**config.mk**
```make
export PLATFORM = sky130hd
export DESIGN_NAME = aes_128_dec_ctrl
export DESIGN_NICKNAME = d
export VERILOG_FILES = /design/src/rtl/aes_128_pkg.sv /design/src/rtl/aes_128_dec_ctrl.sv
export SDC_FILE = /design/constraint.sdc
export NUM_CORES = 1
export LEC_CHECK = 0
export BUFFER_PORTS_ARGS = -buffer_cell sky130_fd_sc_hd__clkbuf_2
export CAP_MARGIN = 20
export CORE_AREA = 2 2 308 310
export DETAILED_ROUTE_END_ITERATION = 7
export DIE_AREA = 0 0 310 312
export GPL_TIMING_DRIVEN = 0
export PLACE_DENSITY = 0.41
export RECOVER_POWER = 100
export SLEW_MARGIN = 30
export SYNTH_ARGS = -nofsm -noshare
export SYNTH_HDL_FRONTEND = slang
export SYNTH_SLANG_ARGS = --single-unit
export TNS_END_PERCENT = 1
```
**constraint.sdc**
```tcl
create_clock -name clk -period 2.6 [get_ports clk]
set_clock_uncertainty 0.2 [all_clocks]
set_input_delay 0.65 -clock clk [delete_from_list [all_inputs] [get_ports clk]]
set_output_delay 0.65 -clock clk [all_outputs]
set_load 0.05 [all_outputs]
```
**src/rtl/aes_128_pkg.sv**
```systemverilog
// Shared AES-128 definitions: datapath widths, decrypt-controller state type,
// and FIPS-197 reference vectors for benches.
package aes_128_pkg;

    localparam int AES_BLOCK_W = 128;
    localparam int AES_KEY_W   = 128;

    typedef enum logic [1:0] {
        IDLE   = 2'd0,
        SETTLE = 2'd1,
        OUT    = 2'd2
    } dec_ctrl_state_t;

    // FIPS-197 Appendix B example (ciphertext, key, plaintext).
    localparam logic [AES_BLOCK_W-1:0] FIPS197_B_CT  = 128'h3925841d02dc09fbdc118597196a0b32;
    localparam logic [AES_KEY_W-1:0]   FIPS197_B_KEY = 128'h2b7e151628aed2a6abf7158809cf4f3c;
    localparam logic [AES_BLOCK_W-1:0] FIPS197_B_PT  = 128'h3243f6a8885a308d313198a2e0370734;

    // FIPS-197 Appendix C.1 example (ciphertext, key, plaintext).
    localparam logic [AES_BLOCK_W-1:0] FIPS197_C_CT  = 128'h69c4e0d86a7b0430d8cdb78070b4c55a;
    localparam logic [AES_KEY_W-1:0]   FIPS197_C_KEY = 128'h000102030405060708090a0b0c0d0e0f;
    localparam logic [AES_BLOCK_W-1:0] FIPS197_C_PT  = 128'h00112233445566778899aabbccddeeff;

endpackage

```
**src/rtl/aes_128_dec_ctrl.sv**
```systemverilog
// Handshake sequencer around the combinational AES-128 decryptor.
// Latches block/key into the datapath, waits SETTLE_CYCLES clocks for the
// multicycle path, then captures and holds the plaintext until retired.
module aes_128_dec_ctrl
    import aes_128_pkg::*;
#(
    parameter  int SETTLE_CYCLES = 4,
    localparam int CNT_W         = $clog2(SETTLE_CYCLES + 1)
) (
    input  logic                   clk,
    input  logic                   rst_n,
    input  logic                   in_valid,
    output logic                   in_ready,
    input  logic [AES_BLOCK_W-1:0] in_data,
    input  logic [AES_KEY_W-1:0]   in_key,
    output logic [AES_BLOCK_W-1:0] dp_in,
    output logic [AES_KEY_W-1:0]   dp_key,
    input  logic [AES_BLOCK_W-1:0] dp_cipher,
    output logic                   out_valid,
    input  logic                   out_ready,
    output logic [AES_BLOCK_W-1:0] out_data,
    output logic                   busy,
    output logic [15:0]            blk_count
);

    if (SETTLE_CYCLES < 1) begin : g_bad_param
        $error("aes_128_dec_ctrl: SETTLE_CYCLES must be >= 1");
    end

    dec_ctrl_state_t        state_q, state_d;
    logic [CNT_W-1:0]       cnt_q, cnt_d;
    logic [AES_BLOCK_W-1:0] dp_in_q, dp_in_d;
    logic [AES_KEY_W-1:0]   dp_key_q, dp_key_d;
    logic [AES_BLOCK_W-1:0] out_data_q, out_data_d;
    logic                   out_valid_q, out_valid_d;
    logic [15:0]            blk_q, blk_d;
    logic                   accept;

    // Next-state: settle countdown, capture, retire, then a new accept
    // (which may coincide with a retire) overrides state and counter.
    always_comb begin
        state_d     = state_q;
        cnt_d       = cnt_q;
        dp_in_d     = dp_in_q;
        dp_key_d    = dp_key_q;
        out_data_d  = out_data_q;
        out_valid_d = out_valid_q;
        blk_d       = blk_q;
        // Combinational through out_ready so a retiring block frees the slot
        // on the same edge.
        in_ready    = (state_q == IDLE) || ((state_q == OUT) && out_ready);
        accept      = in_valid && in_ready;

        unique case (state_q)
            IDLE: ;
            SETTLE: begin
                if (cnt_q != '0) begin
                    cnt_d = cnt_q - CNT_W'(1);
                end else begin
                    out_data_d  = dp_cipher;
                    out_valid_d = 1'b1;
                    state_d     = OUT;
                end
            end
            OUT: begin
                if (out_ready) begin
                    out_valid_d = 1'b0;
                    blk_d       = blk_q + 16'd1;
                    state_d     = IDLE;
                end
            end
            default: state_d = IDLE;
        endcase

        // Datapath inputs move only here, keeping the multicycle path stable.
        if (accept) begin
            dp_in_d  = in_data;
            dp_key_d = in_key;
            cnt_d    = CNT_W'(SETTLE_CYCLES - 1);
            state_d  = SETTLE;
        end
    end

    // State and datapath registers; synchronous reset clears everything.
    always_ff @(posedge clk) begin
        if (!rst_n) begin
            state_q     <= IDLE;
            cnt_q       <= '0;
            dp_in_q     <= '0;
            dp_key_q    <= '0;
            out_data_q  <= '0;
            out_valid_q <= 1'b0;
            blk_q       <= '0;
        end else begin
            state_q     <= state_d;
            cnt_q       <= cnt_d;
            dp_in_q     <= dp_in_d;
            dp_key_q    <= dp_key_d;
            out_data_q  <= out_data_d;
            out_valid_q <= out_valid_d;
            blk_q       <= blk_d;
        end
    end

    assign dp_in     = dp_in_q;
    assign dp_key    = dp_key_q;
    assign out_data  = out_data_q;
    assign out_valid = out_valid_q;
    assign busy      = (state_q != IDLE);
    assign blk_count = blk_q;

endmodule

```
==> run metrics <==
crit path DAT around 1600 ps; max cap viols 0; setup bufs post-CTS 0; leading post-synthesis cells by cell area dfxtp_1 (58%), nand2_1 (21%), a21oi_1 (14%); I/O Buffers between 700 and 800; clock buffer depth 3; Hold Path Depth 3; Slew HR 0.463; Setup TNS 0 ps; row cnt approximately 110; via count 15,400; HPWL Detailed approximately 63,000 µm; Synth Cell Area between 10,000 and 15,000 µm²; Psw around 5.6 mW; crit path max fanout 6; synthesized flop and latch total just over 400; CP max-delay cell dfxtp_1; Gate power share 0.200; metal3 WL roughly 7900 µm; TritonCTS clock tree built; remaining antenna violation count 0; IO Count between 700 and 800; Max Slew Vio Count 0; Root Buffer clkbuf_16; Total GRT Usage 0.153; # fillers between 10,000 and 15,000; Net Sw Frac 0.327; clk sinks 406; Die Span Y around 310 µm; worst skew pair latency a little over 600 ps; TritonCTS Buffers roughly 50; Pleak ~10 nW; Initial Utilization 0.152; Metal-1 WL approximately 28,000 µm; number of global-route vias before repair about 15,000; R2R cell count 6; Post-Syn Area per Cell roughly 7.9 µm²; total wire length a little under 80,000 µm; critical path startpoint category flop; routability cong. 0.816; Layout Nets 3,115; area share of the largest cell type after synthesis 0.576; wire per inst about 19 µm; biggest cell delay along the critical path approximately 360 ps; worst endpoint required time 1750 ps; Mapped Cells 1,782; first-pass GRT wire length 107,000 µm; Worst Max-Slew Pin Slew slightly above 800 ps; Setup Viol. Count Final 0; Final Cycle Share 0.950; initial antenna violation count 38; CORE AREA 93,000 µm²; Tmin final between 2000 and 2500 ps; commonest cells after routing, fill and taps aside nand2_1 (781), clkbuf_2 (759), dfxtp_1 (406); Achievable Freq ~0.40 GHz; DR top layer met5; gr ovfl total 0; YS warnings 0; crit-path cells or2_2, nand2_1, buf_2; die area about 97,000 µm²; Clock power frac 0.403; Synth-to-Final Area Change 57.5%; commonest non-fill, non-tap cell in the layout nand2_1; CTS clk-pin slew, worst paths roughly 60 ps; Internal Power between 10 and 15 mW; Netlist cell types 39; pwr dens 775 nW/µm²; WP depth 3; Hold Path Class primary input to flop; drt drc 0; RSZ-0062 raised after global routing true; final hold violations 0; VDD IR max about 0.42 mV; placed cell count roughly 3,800; Seq/Total Area, Yosys 0.576; Crit. End Element primary output; delay-heaviest family, CP simple AND/OR/NAND/NOR gates; Setup CP Type flop to primary output; Post-Layout Cell Count roughly 4,000; Reg power frac 0.396; status finished clean; Net Count, Synth between 2,000 and 2,500; share of cells above drive strength 1 0.326; Starting DRT DRC Count about 720; metal2 WL ~40,000 µm; H-tree depth reported by CTS 2; die width about 310 µm; pin count of the biggest net entering global routing 14; via-per-instance ratio 3.82; Bufs and invs on worst path 1; Synth area leader dfxtp_1; first-pass detailed-route iteration total 4
routing by layer:
layer,vias to the layer above,global-route usage
li1,7655,-
met1,6926,0.154
met2,577,0.278
met3,148,0.0674
met4,48,0.0492
met5,-,0
metrics by stage:
stage	utilization	instance area [µm²]	hold slack (ps)	worst slack (ps)	power, mW
2_1_floorplan	-	14100	242	329	9.05
3_3_place_gp	0.211	19600	243	-882	10.3
3_5_place_dp	0.211	19600	245	-570	10.3
4_1_cts	0.239	22200	0.0756	15.9	17.6
5_1_grt	0.239	22200	16.6	-38.4	18.0
6_report	0.239	22200	56.6	129	17.2
synthesized netlist by cell type, drive strengths merged:
master,count
and2,1
mux2i,1
a21oi,396
dfxtp,406
o21ai,3
clkbuf,67
nand4,4
and4,1
or3,4
nand3,4
or2,2
nor2b,2
o31ai,4
nand2,781
and3,2
ha,3
nor3,1
inv,4
xor2,5
nor2,10
o21a,1
xnor2,4
nor3b,1
buf,64
and3b,2
or3b,1
nand3b,2
or4,4
or2b,1
and2b,1
area by class of cell:
| type | instances | area, µm² | area share |
|---|---|---|---|
| diodes | 8 | 20.0 | 0.000901 |
| plain buffers | 131 | 584 | 0.0263 |
| clock buffers | 73 | 1400 | 0.0629 |
| clock inverters | 13 | 191 | 0.00862 |
| inverters | 4 | 15.0 | 0.000676 |
| multi-input cells | 1241 | 5380 | 0.242 |
| flip-flops and latches | 406 | 8130 | 0.366 |
| well taps | 1254 | 1570 | 0.0706 |
| repair buffers | 891 | 4920 | 0.222 |
worst paths after layout:
kind / slack, ps / start / to
worst min-delay path: 60 / in_key[12] / dp_key[12]
worst max register to register: 170 / state_q[1] / dp_in[114]
worst min register to register: 250 / dp_in[56] / dp_in[56]
worst max-delay path: 130 / state_q[1] / in_ready
power by group through the flow:
| stage | clock [mW] | sequential [mW] | combinational [mW] |
|---|---|---|---|
| 3_5_place_dp | 0 | 6.96 | 3.38 |
| 2_1_floorplan | 0 | 8.22 | 0.837 |
| 6_report | 6.94 | 6.82 | 3.44 |
| 3_3_place_gp | 0 | 6.95 | 3.39 |
| 4_1_cts | 7.22 | 6.83 | 3.52 |
| 5_1_grt | 7.47 | 6.86 | 3.70 |
logic make-up (layout without fill, tap and decap cells):
kind of cell               after synthesis  in the layout  share of synthesized area
DFF                                    406            406                      0.576
muxes                                    1              1                   0.000710
AOI/OAI and AO/OA                      404            404                      0.144
adders and majority gates                3              3                    0.00266
buffers and inverters                  135           1112                     0.0419
other                                    0              8                          0
xor gates and xnor gates                 9              9                    0.00559
and+or+nand+nor                        824            824                      0.228
state kept, by name, summed over array words and instances (netlist names):
name,count
dp_in,128
dp_key,128
out_data,128
state_q,2
cnt_q,3
out_valid,1
blk_count,16
timing repair:
action                     in CTS  in global routing
hold buffers                  100                  0
gates resized for setup         5                  5
hold endpoints to repair      100                  0
setup endpoints to repair     156                 68
worst reg2reg max path: cells and delay by family, from the launching register on:
kind,cells,cell delay [ps]
compound gates,1,130
simple gates,3,820
buf+inv,2,760
flops,1,430
Note: power is estimated with default switching activity, not from simulation.
